**src/rtl/apb_arbiter_master.sv**
```systemverilog
`default_nettype none
// +--------------------------------------------------------------------------+
// | apb_arbiter_master: two-requester round-robin arbiter driving one APB     |
// | master port, with an ACCESS-phase timeout. Revision: 1.0                  |
// +--------------------------------------------------------------------------+
module apb_arbiter_master #(
  parameter int ADDR_W  = 32,
  parameter int DATA_W  = 32,
  parameter int TIMEOUT = 16
) (
  input  logic                pclk,
  input  logic                rst,
  input  logic [1:0]          req,
  input  logic [1:0]          req_write,
  input  logic [2*ADDR_W-1:0] req_addr,
  input  logic [2*DATA_W-1:0] req_wdata,
  output logic [1:0]          grant,
  output logic [1:0]          done,
  output logic [DATA_W-1:0]   resp_rdata,
  output logic                resp_err,
  output logic                psel,
  output logic                penable,
  output logic                pwrite,
  output logic [ADDR_W-1:0]   paddr,
  output logic [DATA_W-1:0]   pwdata,
  input  logic [DATA_W-1:0]   prdata,
  input  logic                pready,
  input  logic                pslverr
);

  localparam logic [7:0] CNT_MAX = 8'(TIMEOUT - 1);

  typedef enum logic [1:0] {
    IDLE   = 2'd0,
    SETUP  = 2'd1,
    ACCESS = 2'd2
  } state_t;

  state_t              state_q, state_d;
  logic                rr_q, rr_d;
  logic                psel_q, psel_d;
  logic                penable_q, penable_d;
  logic                pwrite_q, pwrite_d;
  logic [ADDR_W-1:0]   paddr_q, paddr_d;
  logic [DATA_W-1:0]   pwdata_q, pwdata_d;
  logic [1:0]          grant_q, grant_d;
  logic [1:0]          done_q, done_d;
  logic [DATA_W-1:0]   rdata_q, rdata_d;
  logic                err_q, err_d;
  logic [7:0]          cnt_q, cnt_d;
  logic                win;

  // Preferred requester wins if asking, otherwise the other one does.
  assign win = req[rr_q] ? rr_q : ~rr_q;

  always_comb begin
    state_d   = state_q;
    rr_d      = rr_q;
    psel_d    = psel_q;
    penable_d = penable_q;
    pwrite_d  = pwrite_q;
    paddr_d   = paddr_q;
    pwdata_d  = pwdata_q;
    grant_d   = grant_q;
    done_d    = 2'b00;
    rdata_d   = rdata_q;
    err_d     = err_q;
    cnt_d     = cnt_q;
    unique case (state_q)
      IDLE: begin
        psel_d    = 1'b0;
        penable_d = 1'b0;
        if (req != 2'b00) begin
          pwrite_d  = win ? req_write[1] : req_write[0];
          paddr_d   = win ? req_addr[2*ADDR_W-1:ADDR_W] : req_addr[ADDR_W-1:0];
          pwdata_d  = win ? req_wdata[2*DATA_W-1:DATA_W] : req_wdata[DATA_W-1:0];
          grant_d   = win ? 2'b10 : 2'b01;
          rr_d      = ~win;
          psel_d    = 1'b1;
          state_d   = SETUP;
        end
      end
      SETUP: begin
        penable_d = 1'b1;
        cnt_d     = 8'd0;
        state_d   = ACCESS;
      end
      ACCESS: begin
        if (pready) begin
          done_d    = grant_q;
          rdata_d   = pwrite_q ? '0 : prdata;
          err_d     = pslverr;
          psel_d    = 1'b0;
          penable_d = 1'b0;
          grant_d   = 2'b00;
          state_d   = IDLE;
        end else if (cnt_q == CNT_MAX) begin
          done_d    = grant_q;
          rdata_d   = '0;
          err_d     = 1'b1;
          psel_d    = 1'b0;
          penable_d = 1'b0;
          grant_d   = 2'b00;
          state_d   = IDLE;
        end else begin
          cnt_d = cnt_q + 8'd1;
        end
      end
      default: state_d = IDLE;
    endcase
  end

  always_ff @(posedge pclk) begin
    if (rst) begin
      state_q   <= IDLE;
      rr_q      <= 1'b0;
      psel_q    <= 1'b0;
      penable_q <= 1'b0;
      pwrite_q  <= 1'b0;
      paddr_q   <= '0;
      pwdata_q  <= '0;
      grant_q   <= 2'b00;
      done_q    <= 2'b00;
      rdata_q   <= '0;
      err_q     <= 1'b0;
      cnt_q     <= 8'd0;
    end else begin
      state_q   <= state_d;
      rr_q      <= rr_d;
      psel_q    <= psel_d;
      penable_q <= penable_d;
      pwrite_q  <= pwrite_d;
      paddr_q   <= paddr_d;
      pwdata_q  <= pwdata_d;
      grant_q   <= grant_d;
      done_q    <= done_d;
      rdata_q   <= rdata_d;
      err_q     <= err_d;
      cnt_q     <= cnt_d;
    end
  end

  assign grant      = grant_q;
  assign done       = done_q;
  assign resp_rdata = rdata_q;
  assign resp_err   = err_q;
  assign psel       = psel_q;
  assign penable    = penable_q;
  assign pwrite     = pwrite_q;
  assign paddr      = paddr_q;
  assign pwdata     = pwdata_q;

endmodule
`default_nettype wire

```
**config.mk**
```make
export PLATFORM = sky130hd
export DESIGN_NAME = apb_arbiter_master
export DESIGN_NICKNAME = d
export VERILOG_FILES = /design/src/rtl/apb_arbiter_master.sv
export SDC_FILE = /design/constraint.sdc
export NUM_CORES = 1
export LEC_CHECK = 0
export ABC_AREA = 1
export ABC_CLOCK_PERIOD_IN_PS = 2820
export CORE_MARGIN = 8
export CORE_UTILIZATION = 41
export CTS_CLUSTER_DIAMETER = 30
export DETAILED_ROUTE_END_ITERATION = 8
export HOLD_SLACK_MARGIN = 0.06
export PLACE_DENSITY = 0.86
export SLEW_MARGIN = 20
export SYNTH_ARGS = -nofsm -noshare
export SYNTH_HDL_FRONTEND = slang
export SYNTH_SLANG_ARGS = --single-unit
```
**constraint.sdc**
```tcl
create_clock -name pclk -period 2.82 [get_ports pclk]
set_input_delay 0.282 -clock pclk [delete_from_list [all_inputs] [get_ports pclk]]
set_output_delay 0.282 -clock pclk [all_outputs]
set_load 0.01 [all_outputs]
```
=== Yosys cells after proc, flatten, opt, wreduce, memory -nomap -nowiden ===
Index checks and enable logic that the tools add are counted.

* Logic and storage cells: 66
* Output and inout bits: 104
* Register bits: 115

* Reduce and logical (&&, ||, !) cells: 14
* Bitwise logic cells: 3
* Multiplexer cells: 28
* Add/sub/neg operators: 1
* Order comparisons: 1
* Equality and inequality tests: 7

{| class="wikitable"
|+ Operators by type and width
! operator !! count
|-
| 32-bit 2-to-1 mux || 5
|-
| 8-bit 2-to-1 mux || 2
|-
| 8-bit one-hot mux with 2 select lines || 1
|-
| 2-bit 2-to-1 mux || 7
|-
| 2-bit AND reduction || 5
|-
| 1-bit 2-to-1 mux || 9
|-
| 8-bit by 1-bit adder with 8-bit output, second input constant || 1
|-
| 8-bit by 4-bit == test with 1-bit output, second input constant || 1
|-
| 2-bit nonzero test || 4
|-
| 2-bit inequality test, second input constant || 3
|-
| 2-bit one-hot mux with 3 select lines || 1
|-
| 3-bit AND reduction || 2
|-
| 2-bit one-hot mux with 2 select lines || 1
|-
| 3-bit inequality test, second input constant || 1
|-
| 1-bit inverter || 3
|-
| 1-bit one-hot mux with 3 select lines || 1
|-
| 3-bit nonzero test || 1
|-
| 2-bit by 1-bit == test with 1-bit output, second input constant || 1
|-
| 2-bit == test, second input constant || 1
|-
| 2-bit zero test || 1
|-
| 1-bit by 2-bit < comparator with 1-bit output, second input constant || 1
|-
| 1-bit one-hot mux with 2 select lines || 1
|-
| 2-bit OR reduction || 1
|}

=== Depth between registers and ports, before layout ===
* Word-level depth: 6
* Depth in mapped cells: 9
* Depth with buffers taken out: 9

=== Least setup slack after synthesis ===
No wires, ideal clock.

* Path type: register -> register
* Start: reg cnt_q[0]
* End: reg rdata_q[22], in the netlist resp_rdata[22]
* Required time: 2.688 ns
* Data arrival time: 1.284 ns
* Setup slack: 1.404 ns
* Buffers on the path: 1
* Stages on the path, launching flop included: 8
* Cells stage by stage: dfxtp_1 > ha_1 > nand3_1 > o21ai_1 > nand2_2 > buf_2 > nand2_1 > a21oi_1

* Longest elaborated chain between the ends: 3

{| class="wikitable"
|+ Ends and longest elaborated chain
! element !! line !! source
|-
| start, declared || 50 || <nowiki>logic [7:0] cnt_q, cnt_d;</nowiki>
|-
| start signal, assigned || 139 || <nowiki>cnt_q <= cnt_d;</nowiki>
|-
| 8-bit by 4-bit == test with 1-bit output || 97 || <nowiki>end else if (cnt_q == CNT_MAX) begin</nowiki>
|-
| 2-bit nonzero test (no line) || n/a ||
|-
| 2-bit AND reduction (no line) || n/a ||
|-
| end signal, assigned || 137 || <nowiki>rdata_q <= rdata_d;</nowiki>
|-
| end, declared || 48 || <nowiki>logic [DATA_W-1:0] rdata_q, rdata_d;</nowiki>
|}

No other way between the ends.
A chain may end at the register's enable or synchronous reset.

=== Worst setup path in the final report ===
* Start: reg cnt_q[0]
* End: reg rdata_q[29], in the netlist resp_rdata[29]

Same word-level chain as after synthesis.

==> impl_results.md <==
- Largest net degree at the start of global routing: 54
- Fillers: 849
- Sequential element share of the synthesized area: 0.493
- NumNets Final: 1049
- Worst Tran Pin Value: 0.671 ns
- Final period util: 0.641
- Port Buffer Count: between 200 and 300
- Crit end category: flop
- Vias in the first global route: 5191
- CTS Hold Buffers Added: 0
- Yosys warnings: 0
- Design area: slightly above 8000 um^2
- Final WL: ~18000 um
- Setup CP Type: flop to flop
- HPWL after detailed placement: 12700 um
- Post-Syn Nets: 794
- Drt drc: 0
- Fin. Hold Viols: 0
- Register bit count reported by yosys: roughly 120
- Number of setup violations in the final report: 0
- Min Clock Period, post-route: about 1.8 ns
- Share of cells above drive strength 1: 0.0583
- H-tree Lvls: 4
- CTS tree: done
- Syn avg cell area: 7.47 um^2
- RePlAce Congestion: 0.891
- Lkg Pwr: between 2 and 3 nW
- Most common cell after layout, fill and taps aside: clkdlybuf4s50_1
- CP max FO: 37
- TritonRoute pass-1 iters: 6
- Sinks on Clock Net: roughly 120
- First-pass GRT wire length: 26900 um
- Die area: 15100 um^2
- Clock slew at reported path FFs: ~0.050 ns
- Status: finished, final reports clean
- Die width: 123 um
- Mapped Cells: 625
- Mapped cell area: 4670 um^2
- HP Class: input pin to flop
- Post CTS Setup Buffer Count: 0
- DRT iter0 DRCs: 394
- Layout area overhead: 72.6%
- Fin Hold WS: 0.235 ns
- Final WS setup: 1.01 ns
- Placement Setup Slack: 0.888 ns
- CP required: 3.09 ns
- GRT Total Usage: 0.229
- Initial antenna violation count: 0
- DR WL/cell: 17.0 um
- Detail Route Antenna Nets: 0
- Finished Layout Cells: just over 1000
- Boundary pin count: 272
- Clock root buffer: clkbuf_16
- Max-Cap Viols: 0
- Vias per cell: 5.19
- Slew HR: 0.551
- PwrDens: ~640 nW/um^2
- Maximum vdd ir drop: 353 uV
- Core ar.: 11300 um^2
- # resized after CTS: 0
- Skew-Pair Late Insertion Delay: 0.42 ns
- Most frequent cells in the layout: 270 x clkdlybuf4s50_1, 219 x nand2_1, 115 x dfxtp_1, 82 x nand3_1, 65 x a31oi_1
- Commonest register cell after synthesis: dfxtp_1
- Synth async-reset ratio: 0
- Rows: 39
- EDFF count, synth: 0
- CTS Buf Count: 17
- Setup TNS: 0 ns
- Grt total ovfl: 0
- Ant. Diodes: 0
- RSZ-0062 raised after global routing: no
- Placed instance area: 7410 um^2
- Dpl cells: 1004
- Clock buffer depth: 2
- Startpoint Class: flop
- WP data arrival: 2.08 ns
- Initial Util: 0.414
- Clk_skew: 0.0123 ns
- Max Slew Vio Count: 0
- Vias: 5373
- Max Fclk: around 550 MHz
- DIE HEIGHT: approximately 120 um
- Yosys cell types: 24
-- synthesized netlist by cell type, types with 2 or more instances --
library cell | number | area share
buf_2 | 20 | 0.021
inv_2 | 3 | 0.0024
a21oi_1 | 44 | 0.047
nand4_1 | 3 | 0.0040
a31oi_1 | 65 | 0.087
o21ai_0 | 4 | 0.0043
buf_6 | 3 | 0.0072
clkbuf_1 | 18 | 0.014
nor2_4 | 2 | 0.0048
inv_1 | 13 | 0.010
buf_4 | 5 | 0.0080
dfxtp_1 | 115 | 0.49
nand2_2 | 2 | 0.0027
nor2_1 | 18 | 0.014
nand3_1 | 82 | 0.088
nor2_2 | 2 | 0.0027
nand2_1 | 219 | 0.18
-- path summary, 6_finish.rpt --
check                                            from                           to  slack [ns]  depth (start not counted)
worst max-delay path            cnt_q[0]$_SDFFE_PP0P_  resp_rdata[29]$_SDFFE_PP0P_        1.01                          6
worst min-delay path                              rst  resp_rdata[26]$_SDFFE_PP0P_        0.23                          2
worst max register to register  cnt_q[0]$_SDFFE_PP0P_  resp_rdata[29]$_SDFFE_PP0P_        1.01                          6
worst min register to register  resp_err$_SDFFE_PP0P_        resp_err$_SDFFE_PP0P_        0.44                          2
-- sequential cells by signal, summed over array words and instances (netlist names), 2 cells and up --
| name | count |
|---|---|
| paddr | 32 |
| pwdata | 32 |
| resp_rdata | 32 |
| cnt_q | 8 |
| done | 2 |
| grant | 2 |
| state_q | 2 |
-- metal layers --
layer,part of all wire,track usage
met5,0,0
met4,0.030,0.0952
met3,0.12,0.115
met2,0.47,0.368
met1,0.38,0.252
-- through the flow --
stage | util | power, mW
after floorplan | - | 2.30
after global placement | 0.658 | 2.87
after detailed placement | 0.658 | 2.88
after CTS | 0.715 | 5.22
after global routing | 0.715 | 5.40
final | 0.715 | 5.19
-- where the power goes --
part           internal, mW  leakage, nW  switching [mW]
Combinational         0.534         1.64           0.485
Sequential             1.76        0.940          0.0748
Clock                  1.59        0.308           0.749
Total                  3.88         2.89            1.31
-- critical path, cell delays in order, from the launching register on --
cell     delay (ns)
dfxtp_1        0.37
ha_1           0.20
nand3_1        0.12
o21ai_1        0.25
nand2_2        0.44
nand2_1        0.20
a21oi_1        0.08
-- final cells by class --
cell class	instances	area [um^2]	area share
repair buffers	282	2790	0.347
flip-flops and latches	115	2300	0.286
multi-input cells	447	2080	0.258
well taps	143	179	0.0222
clock buffers	23	498	0.0618
inverters	17	63.8	0.00792
clock inverters	8	148	0.0183
-- kinds of logic (layout without fill, tap and decap cells) --
group / after synthesis / in the layout / share of synthesized area
DFF: 115 / 115 / 0.493
buffers and inverters: 63 / 330 / 0.0649
AOI/OAI and AO/OA: 116 / 116 / 0.143
xor gates and xnor gates: 1 / 1 / 0.00188
and+or+nand+nor: 329 / 329 / 0.294
adders and majority gates: 1 / 1 / 0.00268
No activity file was read; power rests on OpenSTA's default activity.
